==> config.mk <==
export PLATFORM = sky130hd
export DESIGN_NAME = tdm_mixer_flat
export DESIGN_NICKNAME = d
export VERILOG_FILES = /design/src/rtl/tdm_mixer_if.sv /design/src/rtl/tdm_mixer.sv /design/src/flat_wrapper.sv
export SDC_FILE = /design/constraint.sdc
export NUM_CORES = 1
export LEC_CHECK = 0
export CAP_MARGIN = 20
export CORE_ASPECT_RATIO = 2
export CORE_MARGIN = 2
export CORE_UTILIZATION = 35
export CTS_CLUSTER_SIZE = 10
export DETAILED_ROUTE_END_ITERATION = 10
export HOLD_SLACK_MARGIN = 0.06
export PLACE_DENSITY = 0.66
export SYNTH_ARGS = -nofsm -noshare
export SYNTH_HDL_FRONTEND = slang
export SYNTH_SLANG_ARGS = --single-unit
==> constraint.sdc <==
create_clock -name ctl_clk -period 3.5 [get_ports ctl_clk]
set_input_delay 1.05 -clock ctl_clk [delete_from_list [all_inputs] [get_ports ctl_clk]]
set_output_delay 1.05 -clock ctl_clk [all_outputs]
set_load 0.005 [all_outputs]
==> src/rtl/tdm_mixer_if.sv <==
`default_nettype none
// ============================================================================
// Module   : tdm_mixer_if
// Brief    : Bus bundle between the voice source and the TDM voice mixer.
// Revision : 1.0 - initial release
// ============================================================================
interface tdm_mixer_if #(
    parameter int C_WIDTH   = 32,
    parameter int NUM_UNITS = 8,
    parameter int OUT_WIDTH = 16
) ();
    logic [C_WIDTH*NUM_UNITS-1:0] products;
    logic                         sample_req;
    logic [OUT_WIDTH-1:0]         mix_out;
    logic                         mix_valid;
    logic                         busy;
    logic                         clip;
    logic                         overrun;

    modport master (
        output products, sample_req,
        input  mix_out, mix_valid, busy, clip, overrun
    );

    modport slave (
        input  products, sample_req,
        output mix_out, mix_valid, busy, clip, overrun
    );
endinterface
`default_nettype wire

==> src/rtl/tdm_mixer.sv <==
`default_nettype none
// ============================================================================
// Module   : tdm_mixer
// Brief    : Sums NUM_UNITS snapshotted voice products with one adder, then
//            scales by SHIFT. Define TDM_MIXER_SAT_EN to saturate the output
//            (otherwise two's-complement wrap, clip tied low).
// Revision : 1.0 - initial release
// ============================================================================
module tdm_mixer #(
    parameter int C_WIDTH   = 32,
    parameter int NUM_UNITS = 8,
    parameter int OUT_WIDTH = 16,
    parameter int SHIFT     = 8
) (
    input  wire logic       ctl_clk,
    input  wire logic       ctl_rst,
    tdm_mixer_if.slave      bus
);
    localparam int c_acc_w = C_WIDTH + $clog2(NUM_UNITS) + 1;
    localparam int c_idx_w = $clog2(NUM_UNITS);
    localparam logic [c_idx_w-1:0] c_idx_last = c_idx_w'(NUM_UNITS - 1);

    typedef enum logic [0:0] {
        ST_IDLE  = 1'b0,
        ST_ACCUM = 1'b1
    } state_t;

    state_t                      r_state;
    state_t                      w_state_nxt;
    logic signed [C_WIDTH-1:0]   w_prod [NUM_UNITS];
    logic signed [C_WIDTH-1:0]   r_snap [NUM_UNITS];
    logic signed [c_acc_w-1:0]   r_acc;
    logic        [c_idx_w-1:0]   r_idx;
    logic        [OUT_WIDTH-1:0] r_mix_out;
    logic                        r_mix_valid;
    logic                        r_clip;
    logic                        r_overrun;

    logic signed [C_WIDTH-1:0]   w_voice;
    logic signed [c_acc_w-1:0]   w_total;
    logic signed [c_acc_w-1:0]   w_scaled;
    logic        [OUT_WIDTH-1:0] w_out;
    logic                        w_clip;
    logic                        w_last;
    logic                        w_start;

    generate
        for (genvar gi = 0; gi < NUM_UNITS; gi++) begin : g_unpack
            assign w_prod[gi] = bus.products[C_WIDTH*gi +: C_WIDTH];
        end
    endgenerate

    assign w_voice  = r_snap[r_idx];
    assign w_total  = r_acc + {{(c_acc_w-C_WIDTH){w_voice[C_WIDTH-1]}}, w_voice};
    assign w_scaled = w_total >>> SHIFT;
    assign w_start  = (r_state == ST_IDLE) && bus.sample_req;
    assign w_last   = (r_state == ST_ACCUM) && (r_idx == c_idx_last);

`ifdef TDM_MIXER_SAT_EN
    localparam logic signed [c_acc_w-1:0] c_sat_max =
        {{(c_acc_w-OUT_WIDTH+1){1'b0}}, {(OUT_WIDTH-1){1'b1}}};
    localparam logic signed [c_acc_w-1:0] c_sat_min =
        {{(c_acc_w-OUT_WIDTH+1){1'b1}}, {(OUT_WIDTH-1){1'b0}}};

    always_comb begin
        w_out  = w_scaled[OUT_WIDTH-1:0];
        w_clip = 1'b0;
        if (w_scaled > c_sat_max) begin
            w_out  = c_sat_max[OUT_WIDTH-1:0];
            w_clip = 1'b1;
        end else if (w_scaled < c_sat_min) begin
            w_out  = c_sat_min[OUT_WIDTH-1:0];
            w_clip = 1'b1;
        end
    end
`else
    // Upper bits are intentionally discarded: the output wraps.
    logic w_unused_hi;
    assign w_unused_hi = ^w_scaled[c_acc_w-1:OUT_WIDTH];
    assign w_out       = w_scaled[OUT_WIDTH-1:0];
    assign w_clip      = 1'b0;
`endif

    always_comb begin
        w_state_nxt = r_state;
        case (r_state)
            ST_IDLE:  if (bus.sample_req) w_state_nxt = ST_ACCUM;
            ST_ACCUM: if (r_idx == c_idx_last) w_state_nxt = ST_IDLE;
            default:  w_state_nxt = ST_IDLE;
        endcase
    end

    always_ff @(posedge ctl_clk) begin
        if (!ctl_rst) begin
            r_state     <= ST_IDLE;
            r_snap      <= '{default: '0};
            r_acc       <= '0;
            r_idx       <= '0;
            r_mix_out   <= '0;
            r_mix_valid <= 1'b0;
            r_clip      <= 1'b0;
            r_overrun   <= 1'b0;
        end else begin
            r_state     <= w_state_nxt;
            r_mix_valid <= 1'b0;
            if (w_start) begin
                r_snap <= w_prod;
                r_acc  <= '0;
                r_idx  <= '0;
            end
            if (r_state == ST_ACCUM) begin
                r_acc <= w_total;
                r_idx <= r_idx + 1'b1;
                // Requests during a mix are dropped, never queued.
                if (bus.sample_req) r_overrun <= 1'b1;
            end
            if (w_last) begin
                r_idx       <= '0;
                r_mix_out   <= w_out;
                r_clip      <= w_clip;
                r_mix_valid <= 1'b1;
            end
        end
    end

    assign bus.mix_out   = r_mix_out;
    assign bus.mix_valid = r_mix_valid;
    assign bus.busy      = (r_state == ST_ACCUM);
    assign bus.clip      = r_clip;
    assign bus.overrun   = r_overrun;
endmodule
`default_nettype wire

==> src/flat_wrapper.sv <==
// flat-port wrapper written by rule: the top's interface ports become plain ports
module tdm_mixer_flat 
#(
    parameter int C_WIDTH   = 32,
    parameter int NUM_UNITS = 8,
    parameter int OUT_WIDTH = 16,
    parameter int SHIFT     = 8
)
  (ctl_clk, ctl_rst, bus_products, bus_sample_req, bus_mix_out, bus_mix_valid, bus_busy, bus_clip, bus_overrun);
  tdm_mixer_if #(.C_WIDTH(C_WIDTH), .NUM_UNITS(NUM_UNITS), .OUT_WIDTH(OUT_WIDTH)) bus_i ();
  input  wire logic ctl_clk;
  input  wire logic ctl_rst;
  input wire logic [$bits(bus_i.products)-1:0] bus_products;
  input wire logic [$bits(bus_i.sample_req)-1:0] bus_sample_req;
  output wire logic [$bits(bus_i.mix_out)-1:0] bus_mix_out;
  output wire logic [$bits(bus_i.mix_valid)-1:0] bus_mix_valid;
  output wire logic [$bits(bus_i.busy)-1:0] bus_busy;
  output wire logic [$bits(bus_i.clip)-1:0] bus_clip;
  output wire logic [$bits(bus_i.overrun)-1:0] bus_overrun;
  assign bus_i.products = bus_products;
  assign bus_i.sample_req = bus_sample_req;
  assign bus_mix_out = bus_i.mix_out;
  assign bus_mix_valid = bus_i.mix_valid;
  assign bus_busy = bus_i.busy;
  assign bus_clip = bus_i.clip;
  assign bus_overrun = bus_i.overrun;
  tdm_mixer #(.C_WIDTH(C_WIDTH), .NUM_UNITS(NUM_UNITS), .OUT_WIDTH(OUT_WIDTH), .SHIFT(SHIFT)) u_core (.ctl_clk(ctl_clk), .ctl_rst(ctl_rst), .bus(bus_i));
endmodule
======== Word level (Yosys, flattened, before mapping) ========
Cells that the tools add are included.
cells by class
  multiplexer cells ....................... 11
  $lt $le $gt $ge ......................... 1
  equality and inequality tests ........... 1
  reductions and logical operators ........ 5
  $add $sub $neg .......................... 2
  bitwise gates (word level) .............. 3
operator list
  cell                                                           number
  32-bit binary-select mux with 3-bit select                     1
  36-bit 2-to-1 mux                                              2
  32-bit 2-to-1 mux                                              2
  36-bit adder                                                   1
  3-bit 2-to-1 mux                                               2
  4-bit greater-or-equal comparator, second input constant       1
  3-bit NOT with 4-bit output                                    1
  3-bit by 1-bit adder with 3-bit output, second input constant  1
  3-bit == test, second input constant                           1
  1-bit 2-to-1 mux                                               3
  1-bit logical AND                                              2
  1-bit NOT                                                      2
  1-bit case mux with 2 select lines                             1
  2-bit AND reduction                                            1
  2-bit nonzero test                                             1
  2-bit OR reduction                                             1
storage, ports and cells
  register bits after elaboration ......... 314
  bits of input ports ..................... 259
  word-level logic and storage cells ...... 37

======== Depth between registers and ports, before layout ========
  depth in word-level cells ............... 6
  mapped depth ............................ 14
  gate-level depth less buffers ........... 12

======== Least setup slack after synthesis ========
Ideal clock, no wire load.
  path type ............................... flip-flop to flip-flop
  start point ............................. register u_core.r_idx[0]
  end point ............................... register u_core.r_mix_out[12], in the netlist u_core.bus.mix_out[12]
  clock period less this slack ............ 3.584 ns
  cell stages (with the launch flop) ...... 15
  path buffers ............................ 4
  path slack .............................. -0.084 ns
  data arrival time ....................... 3.462 ns
  setup time .............................. 0.122 ns
  cells stage by stage .................... dfxtp_1 buf_2 buf_2 buf_2 mux4_2 mux2_2 ha_1 clkbuf_2 a21oi_1 o21ai_0 or3_1 o22ai_2 nor3_2 mux2i_1 a311o_1
on the way
  word-level cells in the longest chain between the ends .. 5
RTL lines
  element                                               line              RTL
  start, declared                                       tdm_mixer.sv:33   logic [c_idx_w-1:0] r_idx;
  start signal, assigned                                tdm_mixer.sv:113  r_idx <= r_idx + 1'b1;
  3-bit NOT with 4-bit output (implied by the code)     tdm_mixer.sv:53   assign w_voice = r_snap[r_idx];
  32-bit binary-select mux with 3-bit select            tdm_mixer.sv:53
  32-bit 2-to-1 mux (implied by the code) (2 in a row)  tdm_mixer.sv:53
  36-bit adder                                          tdm_mixer.sv:54   assign w_total = r_acc + {{(c_acc_w-C_WIDTH){w_voice[C_WIDTH-1]}}, w_voice};
  end signal, assigned                                  tdm_mixer.sv:119  r_mix_out <= w_out;
  end, declared                                         tdm_mixer.sv:34   logic [OUT_WIDTH-1:0] r_mix_out;
Several ways; a longest one is shown, not always the timed one. The select of a mux whose other input is x is not followed.
A chain may end at the register's enable or synchronous reset.

======== Final worst setup path ========
Same ends and word-level chain as after synthesis.

==> summary.txt <==
Min path
  • Hold_sp: u_core.r_snap[233]
  • Class of the tightest hold or removal check: register to register

CTS
  • TritonCTS buffer count: 27
  • CTS HTree Levels: 1
  • Number of clock sinks: 238
  • Root buffer cell: sky130_fd_sc_hd__clkbuf_16
  • Clk_lat worst skew: 0.55 ns
  • Clock tree from TritonCTS: done
  • Reg clk slew, reported paths: 0.06 ns
  • Hold-fix buffer count after cts: 0
  • Maximum root-to-sink buffer count: 3

Timing
  • RSZ-0062 raised after global routing: true
  • Final clock skew: 0.0255 ns
  • FMAX: 291 MHz
  • Hold violation count in the final report: 0
  • Crit path time final: 3.43 ns
  • Final number of max-transition violations: 0
  • Total setup violations reported at the end of the flow: 0
  • Period Utilization, post-route: 98.0%
  • Headroom to the max-slew limit: 50.4%
  • Transition time of the tightest slew-check pin: 0.744 ns

Synthesis
  • Avg Inst Size Synth: 8.40 µm²
  • Share of Yosys cell area claimed by the top area cell type: 43.8%
  • Synth async-reset ratio: 0%
  • Share of synthesized area occupied by flip-flops and latches: 43.8%
  • Most common flop cell mapped by yosys: sky130_fd_sc_hd__dfxtp_1
  • Flop and latch count out of synthesis: 238
  • Synth area leaders: sky130_fd_sc_hd__dfxtp_1 (44%), sky130_fd_sc_hd__nand2_1 (15%), sky130_fd_sc_hd__a21oi_1 (11%)
  • Distinct cell type count after synthesis: 53
  • Post-synthesis cell type with the largest combined area: sky130_fd_sc_hd__dfxtp_1
  • Number of synthesized flops with an enable pin: 0
  • Total of warnings raised by yosys: 0
  • Summed instance area of the synthesized netlist: 10900 µm²
  • Synthesized netlist net count: 1581
  • Cell count after synthesis: 1296

Global route
  • Initial antenna violation count: 10
  • Global-route wire length before repair: 50400 µm
  • Leftover overflow at the end of global routing: 0
  • Via count of the first global-routing pass: 9623
  • Global Route Usage Sum: 19.8%
  • Largest net degree at the start of global routing: 134

Layout
  • Top library cells by usage in the layout, fill and taps aside: sky130_fd_sc_hd__nand2_1 (421), sky130_fd_sc_hd__dfxtp_1 (236), sky130_fd_sc_hd__a21oi_1 (228)
  • Area growth from synthesis to layout: 32.9%
  • Area used by multi-input combinational logic: 5810 µm²
  • Final instance area: 14500 µm²
  • Proportion of layout cells with a drive suffix above 1: 12.1%
  • Most common library cell in the layout ignoring fill and taps: sky130_fd_sc_hd__nand2_1
  • Sequential Area: 4770 µm²
  • Final Instance Count excl. Fillers: 1875
  • Total number of nets in the final design: 1777
  • Filler cells: 2988

Place
  • Placer congestion estimate: 0.878
  • Buffers on Ports: 213
  • DP HPWL: 24300 µm
  • Placed instance area: 13600 µm²
  • Dpl cells: 1830

Power
  • Psw: 1.61 mW
  • Power density relative to cell area: 436 nW/µm²
  • Relative contribution of the clock network to total power: 38.4%
  • Static leakage: 5.32 nW
  • Power share of the sequential group: 46.5%
  • Fraction of power spent switching nets: 25.5%
  • Worst vdd ir: 329 µV
  • Share of total power in combinational logic: 15.1%
  • Overall power consumption: 6.30 mW
  • Internal Dissipation: 4.70 mW

Setup path
  • Largest delay share family, worst path: compound AO/OA/AOI/OAI gates
  • Kind of start point of the critical path: register
  • Arrival time of data at the critical path endpoint: 3.87 ns
  • Crit path capture type: register
  • Worst setup path start: u_core.r_idx[0]
  • Crit-path cells: buf_4, mux4_2, mux2_2, ha_1, inv_1, fa_2, and2b_1, o2111ai_4, a31oi_4, o22ai_4, nor3_2, mux2i_1, a311o_1
  • CP required: 3.93 ns
  • Worst flop-to-flop path startpoint: u_core.r_idx[0]
  • Classification of the worst setup path: register to register
  • Max Fanout on Critical Path: 5
  • Count of buffering cells on the critical path with inverters included: 2
  • Worst-path cell with the longest stage delay: sky130_fd_sc_hd__mux4_2
  • Delay of the slowest cell on the worst path: 0.51 ns

Routing
  • Via/cell ratio: 5.21
  • Routed wire length: 33300 µm
  • Remaining routing DRC violations: 0
  • Detail-routed net length per standard cell: 17.8 µm
  • Count of antenna-violating nets left after detailed routing: 0
  • Pre-antenna DRT Iters: 5
  • Overall via count from detail_route: 9771
  • Number of DRC markers in iteration 0: 485

Floorplan
  • Horizontal extent of the die: 129 µm
  • Overall die area: 32600 µm²
  • Starting density of the core: 35.4%
  • I/O pins: 279
  • Core area: 30700 µm²
  • Number of placement rows: 91
  • Die height: 253 µm

Outcome
  • Outcome: finished clean

Flow run
  • Max Cap Viol: 0
==> worst register-to-register path, cell delays in order, from the launching register on <==
cell and delay (ns):
sky130_fd_sc_hd__dfxtp_4 0.40, sky130_fd_sc_hd__buf_4 0.16, sky130_fd_sc_hd__mux4_2 0.51, sky130_fd_sc_hd__mux2_2 0.27, sky130_fd_sc_hd__ha_1 0.23, sky130_fd_sc_hd__inv_1 0.09
sky130_fd_sc_hd__fa_2 0.22, sky130_fd_sc_hd__and2b_1 0.23, sky130_fd_sc_hd__o2111ai_4 0.28, sky130_fd_sc_hd__a31oi_4 0.17, sky130_fd_sc_hd__o22ai_4 0.22, sky130_fd_sc_hd__nor3_2 0.09
sky130_fd_sc_hd__mux2i_1 0.12, sky130_fd_sc_hd__a311o_1 0.32
==> registers in the layout, indices dropped and copies added, names as in the netlist <==
signal                flops
u_core.bus.mix_valid      1
u_core.r_snap           192
u_core.r_acc             24
u_core.bus.mix_out       16
u_core.bus.overrun        1
u_core.bus.busy           1
u_core.r_idx              3
==> power by group through the flow <==
stage                     combinational (mW)  clock [mW]  sequential [mW]
after floorplan                        0.515           0             2.96
final                                  0.952        2.42             2.93
after global placement                 0.928           0             2.98
after CTS                              0.942        2.48             2.93
after detailed placement               0.939           0             2.99
after global routing                    1.04        2.56             2.95
==> timing repair <==
action | 4_1_cts | 5_1_grt
gates cloned | 0 | 0
pin swaps | 0 | 2
gates resized for setup | 2 | 23
buffers inserted | 0 | 5
endpoints found under the setup margin | 3 | 21
==> metrics by stage <==
stage / hold slack (ns) / TNS [ns] / util [%] / setup slack (ns)
finish: 0.451 / 0 / 47.0 / 0.0690
global route: 0.468 / -0.145 / 47.0 / -0.0394
CTS: 0.453 / 0 / 46.5 / 0.00396
detailed placement: 0.444 / -0.0123 / 44.2 / -0.0123
global placement: 0.440 / -0.00276 / 44.2 / -0.00276
floorplan: 0.432 / 0 / - / 0.00900
==> cells in the mapped netlist, drive strengths merged, types with 2 or more instances <==
cell type,count
and2,6
buf,25
and3,3
o21a,12
ha,25
a31oi,5
nand4,9
nand3,15
nand2b,4
xnor2,14
nor3b,10
mux2,22
inv,12
a211oi,2
a31o,2
o21ai,31
nor3,7
nand2,421
mux2i,3
a21o,6
o31ai,4
xor2,7
clkbuf,74
nor2,32
a21oi,231
o211ai,4
dfxtp,238
mux4,48
a311o,2
o21bai,4
or3,5
==> path summary, 6_finish.rpt <==
kind	endpoint	slack, ns	cells past startpoint
max	u_core.bus.mix_out[12]	0.07	13
min	u_core.r_snap[233]	0.45	2
max reg2reg	u_core.bus.mix_out[12]	0.07	13
min reg2reg	u_core.r_snap[233]	0.45	2
==> logic make-up (layout without fill, tap and decap cells) <==
| family | after synthesis | after routing | synth area share (%) |
|---|---|---|---|
| xor gates and xnor gates | 21 | 21 | 1.69 |
| AOI/OAI and AO/OA | 309 | 309 | 15.7 |
| buffers and inverters | 112 | 309 | 4.03 |
| adders and majority gates | 26 | 26 | 3.06 |
| muxes | 73 | 73 | 12.5 |
| other | 1 | 11 | 0.0345 |
| DFF | 238 | 238 | 43.8 |
| and+or+nand+nor | 516 | 516 | 19.2 |
==> cell type report <==
cell class,count,area share (%)
clock inverters,1,0.0606
multi-input cells,946,40.2
diodes,10,0.173
clock buffers,29,4.72
flip-flops and latches,238,33.0
repair buffers,266,18.3
well taps,372,3.22
inverters,13,0.372
==> layer usage <==
layer	share of wire, %	GRT usage [%]	up-vias	routed length [µm]
met4	5.5	11.4	0	1830
li1	-	-	4806	-
met2	53	35.8	247	17600
met1	38	22.1	4639	12700
met5	0	0	-	0
met3	3.7	2.13	79	1220
No activity file was read; power rests on OpenSTA's default activity.
